==> config.mk <==
export PLATFORM = sky130hd
export DESIGN_NAME = seq_detector_param_flat
export DESIGN_NICKNAME = d
export VERILOG_FILES = /design/src/rtl/seq_detector_param_if.sv /design/src/rtl/seq_detector_param.sv /design/src/flat_wrapper.sv
export SDC_FILE = /design/constraint.sdc
export NUM_CORES = 1
export LEC_CHECK = 0
export ABC_AREA = 1
export ABC_CLOCK_PERIOD_IN_PS = 1680
export CORE_MARGIN = 5
export CORE_UTILIZATION = 45
export DETAILED_ROUTE_END_ITERATION = 8
export GPL_ROUTABILITY_DRIVEN = 1
export GPL_TIMING_DRIVEN = 1
export PLACE_DENSITY = 0.7
export SETUP_SLACK_MARGIN = 0.15
export SLEW_MARGIN = 15
export SYNTH_ARGS = -nofsm -noshare
export SYNTH_HDL_FRONTEND = slang
export SYNTH_SLANG_ARGS = --single-unit
==> constraint.sdc <==
create_clock -name clk -period 1.68 [get_ports clk]
set_input_delay 0.336 -clock clk [delete_from_list [all_inputs] [get_ports clk]]
set_output_delay 0.336 -clock clk [all_outputs]
set_load 0.02 [all_outputs]
==> src/rtl/seq_detector_param_if.sv <==
// Bit-stream bus for seq_detector_param: qualified serial input, run-time controls and match outputs.
// match_count exists only when SEQ_DET_COUNT_EN is defined.
interface seq_detector_param_if #(
    parameter int CNT_W = 8
) ();
    logic data_in;
    logic data_valid;
    logic overlap;
    logic clear;
    logic y;
    logic y_q;

    if (CNT_W < 1) begin : g_bad_cnt_w
        $error("seq_detector_param_if: CNT_W must be at least 1");
    end

`ifdef SEQ_DET_COUNT_EN
    logic [CNT_W-1:0] match_count;

    modport master (
        output data_in, data_valid, overlap, clear,
        input  y, y_q, match_count
    );
    modport slave (
        input  data_in, data_valid, overlap, clear,
        output y, y_q, match_count
    );
`else
    modport master (
        output data_in, data_valid, overlap, clear,
        input  y, y_q
    );
    modport slave (
        input  data_in, data_valid, overlap, clear,
        output y, y_q
    );
`endif
endinterface

==> src/rtl/seq_detector_param.sv <==
// Parametrised Mealy pattern detector with run-time overlap control and a registered strobe.
// Define SEQ_DET_COUNT_EN to add the saturating match_count output.
module seq_detector_param #(
    parameter int                 PAT_LEN = 4,
    parameter logic [PAT_LEN-1:0] PATTERN = 4'b1011,
    parameter int                 CNT_W   = 8
) (
    input logic               clk,
    input logic               rst,
    seq_detector_param_if.slave bus
);
    localparam int HW = PAT_LEN - 1;

    if (PAT_LEN < 2 || PAT_LEN > 32) begin : g_bad_pat_len
        $error("seq_detector_param: PAT_LEN must be within 2..32");
    end
    if (CNT_W < 1) begin : g_bad_cnt_w
        $error("seq_detector_param: CNT_W must be at least 1");
    end

    logic [HW-1:0] hist;
    logic [HW-1:0] hist_nxt;
    logic [5:0]    fill;
    logic          full;
    logic          hit;
    logic          y;
    logic          y_q_r;

    // A two-bit pattern keeps a single bit of history, so there is nothing to shift through.
    if (PAT_LEN == 2) begin : g_hist_one
        assign hist_nxt = bus.data_in;
    end else begin : g_hist_shift
        assign hist_nxt = {hist[HW-2:0], bus.data_in};
    end

    assign full = (fill == 6'(HW));
    assign hit  = ({hist, bus.data_in} == PATTERN);
    assign y    = bus.data_valid & ~bus.clear & full & hit;

    always_ff @(posedge clk or posedge rst) begin
        if (rst) begin
            hist  <= '0;
            fill  <= '0;
            y_q_r <= 1'b0;
        end else begin
            y_q_r <= y;
            if (bus.clear) begin
                fill <= '0;
            end else if (bus.data_valid) begin
                // Non-overlapping mode: the completing bit belongs to the match and starts nothing new.
                if (y && !bus.overlap) begin
                    fill <= '0;
                end else begin
                    hist <= hist_nxt;
                    if (!full) begin
                        fill <= fill + 6'd1;
                    end
                end
            end
        end
    end

    assign bus.y   = y;
    assign bus.y_q = y_q_r;

`ifdef SEQ_DET_COUNT_EN
    logic [CNT_W-1:0] count;

    always_ff @(posedge clk or posedge rst) begin
        if (rst) begin
            count <= '0;
        end else if (bus.clear) begin
            count <= '0;
        end else if (y && (count != {CNT_W{1'b1}})) begin
            count <= count + 1'b1;
        end
    end

    assign bus.match_count = count;
`endif

endmodule

==> src/flat_wrapper.sv <==
// flat-port wrapper written by rule: the top's interface ports become plain ports
module seq_detector_param_flat 
#(
    parameter int                 PAT_LEN = 4,
    parameter logic [PAT_LEN-1:0] PATTERN = 4'b1011,
    parameter int                 CNT_W   = 8
)
  (clk, rst, bus_data_in, bus_data_valid, bus_overlap, bus_clear, bus_y, bus_y_q);
  seq_detector_param_if #(.CNT_W(CNT_W)) bus_i ();
  input logic clk;
  input logic rst;
  input wire logic [$bits(bus_i.data_in)-1:0] bus_data_in;
  input wire logic [$bits(bus_i.data_valid)-1:0] bus_data_valid;
  input wire logic [$bits(bus_i.overlap)-1:0] bus_overlap;
  input wire logic [$bits(bus_i.clear)-1:0] bus_clear;
  output wire logic [$bits(bus_i.y)-1:0] bus_y;
  output wire logic [$bits(bus_i.y_q)-1:0] bus_y_q;
  assign bus_i.data_in = bus_data_in;
  assign bus_i.data_valid = bus_data_valid;
  assign bus_i.overlap = bus_overlap;
  assign bus_i.clear = bus_clear;
  assign bus_y = bus_i.y;
  assign bus_y_q = bus_i.y_q;
  seq_detector_param #(.PAT_LEN(PAT_LEN), .PATTERN(PATTERN), .CNT_W(CNT_W)) u_core (.clk(clk), .rst(rst), .bus(bus_i));
endmodule
==> results.py <==
metrics = {
    "detailed_routing": {
        "routed-via-count": 638,
        "first_pass_iters": 4,
        "drc": 0,
        "ant_nets": 0,
        "drt-vias-per-instance": 5.06,
        "drt_first_iter_violations": 33,
        "wl_um": 1700,
        "drt-wirelength-per-cell_um": 13.5,
    },
    "flow_run": {
        "maxCapViolCount": 0,
    },
    "floorplan": {
        "die_width_um": 47.6,
        "floorplan.die_area_sq_um": 2260,
        "pin_count": 8,
        "starting_density_of_the_core": 0.482,
        "core-area_sq_um": 1320,
        "number_of_rows_in_the_core_area": 13,
        "die_h_um": 47.6,
    },
    "timing": {
        "final-setup-viol-count": 1,
        "max_slew_margin": 0.722,
        "fin_skew_ps": 5.93,
        "final_hold_viol_count": 0,
        "grt_setup_unrepaired": "true",
        "timing.final.crit_period_ps": 1680,
        "finalSetupTns_ps": -3.81,
        "fmax_ghz": 0.594,
        "hold_ws_ps": 332,
        "tightestPinTransition_ps": 416,
        "post-route-period-util": 1.00,
        "postLayoutSetupSlackWorst_ps": -3.81,
        "maxSlewViolCount": 0,
    },
    "global_routing": {
        "antenna_found_initial": 0,
        "remaining_global_route_overflow": 0,
        "grt_start_max_net_pins": 11,
        "grt_pass1_wl_um": 2300,
        "grt.total_usage": 0.150,
        "grt_pass1_vias": 558,
    },
    "status": {
        "outcome": "complete, but fails checks",
        "violations": "negative setup slack",
    },
    "clock_network": {
        "cts_made_buffers": 3,
        "clock_insertion_delay_at_the_later_pin_of_the_skew_report_ps": 280,
        "tritoncts_clock_tree": "built",
        "cts_num_sinks": 10,
        "clkTransAtPathRegs_ps": 80,
        "h-tree-depth": 1,
        "hold_buffers": 0,
        "clockBufferDepth": 2,
        "cts-root-buf": "sky130_fd_sc_hd__clkbuf_4",
    },
    "yosys": {
        "sequential_fraction_of_the_synthesis_area": 0.394,
        "net_count_after_synthesis": 85,
        "ys_types": 21,
        "synth_warnings": 0,
        "synth.avg_cell_area_sq_um": 8.15,
        "synth.ff_latch_count": 10,
        "synth.cell_area_sq_um": 636,
        "postSynthCellCount": 78,
    },
    "power_and_ir_drop": {
        "cell_internal_pwr_uw": 520,
        "comb_power_share": 0.315,
        "pwr-share-clk": 0.306,
        "sw_frac_of_total": 0.306,
        "power.ir.vdd_worst_uv": 593,
        "share_seq_of_total_power": 0.379,
        "power.density_nw_per_um2": 744,
        "cellLeakagePower_uw": 0.000523,
        "total_switching_power_uw": 230,
    },
    "finish": {
        "post_route_cells_drive_above_1_share": 0.450,
        "final-seq-area_sq_um": 250,
        "multiInputGateArea_sq_um": 405,
        "area_delta_synth_final_pct": 58.5,
        "most_common_cell_after_layout_fill_and_taps_aside": "sky130_fd_sc_hd__buf_4",
        "final_net_count": 119,
        "antenna_cells_inserted": 0,
        "most-common-layout-cells": "20 x sky130_fd_sc_hd__buf_4, 17 x sky130_fd_sc_hd__nand2_1, 10 x sky130_fd_sc_hd__dfrtp_1",
        "fill_cells": 94,
    },
    "worst_hold_path": {
        "hold_end": "u_core.hist[0]",
        "holdPathStages": 3,
        "hold_start": "bus_data_in",
        "hold_path_class": "input port to flop",
    },
    "setup_path": {
        "reg2reg_setup_slack_ps": 30,
        "critical_path.reg2reg.endpoint": "u_core.fill[2]",
        "setup.worst_path.class": "flop to primary output",
        "cp-end-kind": "primary output",
        "crit_arrival_ps": 1350,
        "cp-startpoint": "u_core.fill[1]",
        "worstRegToRegCells": 10,
        "worst_ep_required_time_ps": 1340,
        "reg2reg_from": "u_core.fill[1]",
        "critical_path_peak_fanout": 3,
        "startpoint_type": "flop",
    },
    "placed_design": {
        "buffer_ports.inserted": 7,
        "place.gp.congestion": 0.736,
        "half_perimeter_wire_length_of_the_detailed_placement_result_um": 1010,
    },
}
-- timing repair --
action,CTS,global route
buffers inserted,1,6
pin swaps,2,10
resized for setup,10,15
setup endpoints to repair,8,8
-- metal layers --
layer | track usage | up-vias | share of wire
met3 | 0.0226 | 12 | 0.055
met4 | 0.0806 | 0 | 0.043
met1 | 0.183 | 286 | 0.44
met5 | 0 | - | 0
met2 | 0.251 | 28 | 0.46
li1 | - | 312 | -
-- cells by family (layout without fill, tap and decap cells) --
| group | after synthesis | count (layout) | share of synthesized area |
|---|---|---|---|
| compound gates | 3 | 3 | 0.0236 |
| xor+xnor | 2 | 2 | 0.0276 |
| fa+ha+maj | 1 | 1 | 0.0197 |
| flops | 10 | 10 | 0.394 |
| buf+inv | 10 | 43 | 0.0590 |
| simple gates | 52 | 52 | 0.476 |
-- sequential cells by signal, indices dropped and copies added, names as in the netlist --
signal	count
u_core.hist	3
u_core.fill	6
u_core.bus.y_q	1
-- Yosys cell counts --
master | count | area [sq um]
sky130_fd_sc_hd__nand2_1 | 24 | 90.1
sky130_fd_sc_hd__dfrtp_1 | 10 | 250
sky130_fd_sc_hd__nand3_1 | 9 | 45.0
sky130_fd_sc_hd__inv_1 | 8 | 30.0
sky130_fd_sc_hd__nor2_1 | 7 | 26.3
sky130_fd_sc_hd__nand3_4 | 3 | 52.6
sky130_fd_sc_hd__nand2_4 | 2 | 22.5
sky130_fd_sc_hd__o21ai_0 | 2 | 10.0
sky130_fd_sc_hd__clkinv_1 | 1 | 3.75
sky130_fd_sc_hd__ha_1 | 1 | 12.5
sky130_fd_sc_hd__inv_2 | 1 | 3.75
sky130_fd_sc_hd__nand2_2 | 1 | 6.26
sky130_fd_sc_hd__nor2_2 | 1 | 6.26
sky130_fd_sc_hd__nor2_4 | 1 | 11.3
sky130_fd_sc_hd__nor2_8 | 1 | 20.0
sky130_fd_sc_hd__nor3b_1 | 1 | 7.51
sky130_fd_sc_hd__nor4_1 | 1 | 6.26
sky130_fd_sc_hd__o21ai_1 | 1 | 5.00
sky130_fd_sc_hd__or2_4 | 1 | 8.76
sky130_fd_sc_hd__xnor2_1 | 1 | 8.76
sky130_fd_sc_hd__xor2_1 | 1 | 8.76
-- power by group through the flow --
| stage | clock, uW | sequential (uW) | combinational, uW |
|---|---|---|---|
| after floorplan | 0 | 283 | 99.4 |
| after global placement | 0 | 279 | 181 |
| after detailed placement | 0 | 280 | 185 |
| after CTS | 235 | 280 | 193 |
| after global routing | 247 | 286 | 258 |
| final | 230 | 284 | 236 |
-- through the flow --
| stage | instances | cell area (sq um) | util | worst slack [ps] | power [uW] |
|---|---|---|---|---|---|
| after floorplan | 78 | 651 | - | 235 | 383 |
| after global placement | 115 | 852 | 0.647 | -513 | 460 |
| after detailed placement | 115 | 852 | 0.647 | -519 | 465 |
| after CTS | 120 | 910 | 0.690 | -38.0 | 708 |
| after global routing | 126 | 1010 | 0.764 | -56.1 | 790 |
| final | 126 | 1010 | 0.764 | -3.81 | 750 |
-- worst max-delay path: stages, from the launching register on --
cell                      delay, ps
sky130_fd_sc_hd__dfrtp_1        410
sky130_fd_sc_hd__ha_4           180
sky130_fd_sc_hd__nand3_4         80
sky130_fd_sc_hd__nor4_4         220
sky130_fd_sc_hd__buf_4          180
-- worst max path at each step --
stage	to	slack, ps
after floorplan	bus_y	230
after CTS	bus_y	-40
after global routing	bus_y	-60
after detailed placement	bus_y	-520
final	bus_y	-4
after global placement	bus_y	-510
-- cell type report --
class / instances / share of cell area
Clock buffer: 4 / 0.0360
Sequential cell: 10 / 0.248
Timing Repair Buffer: 29 / 0.257
Multi-Input combinational cell: 58 / 0.402
Inverter: 10 / 0.0373
Tap cell: 15 / 0.0186
Power figures use the tool's default switching activity.
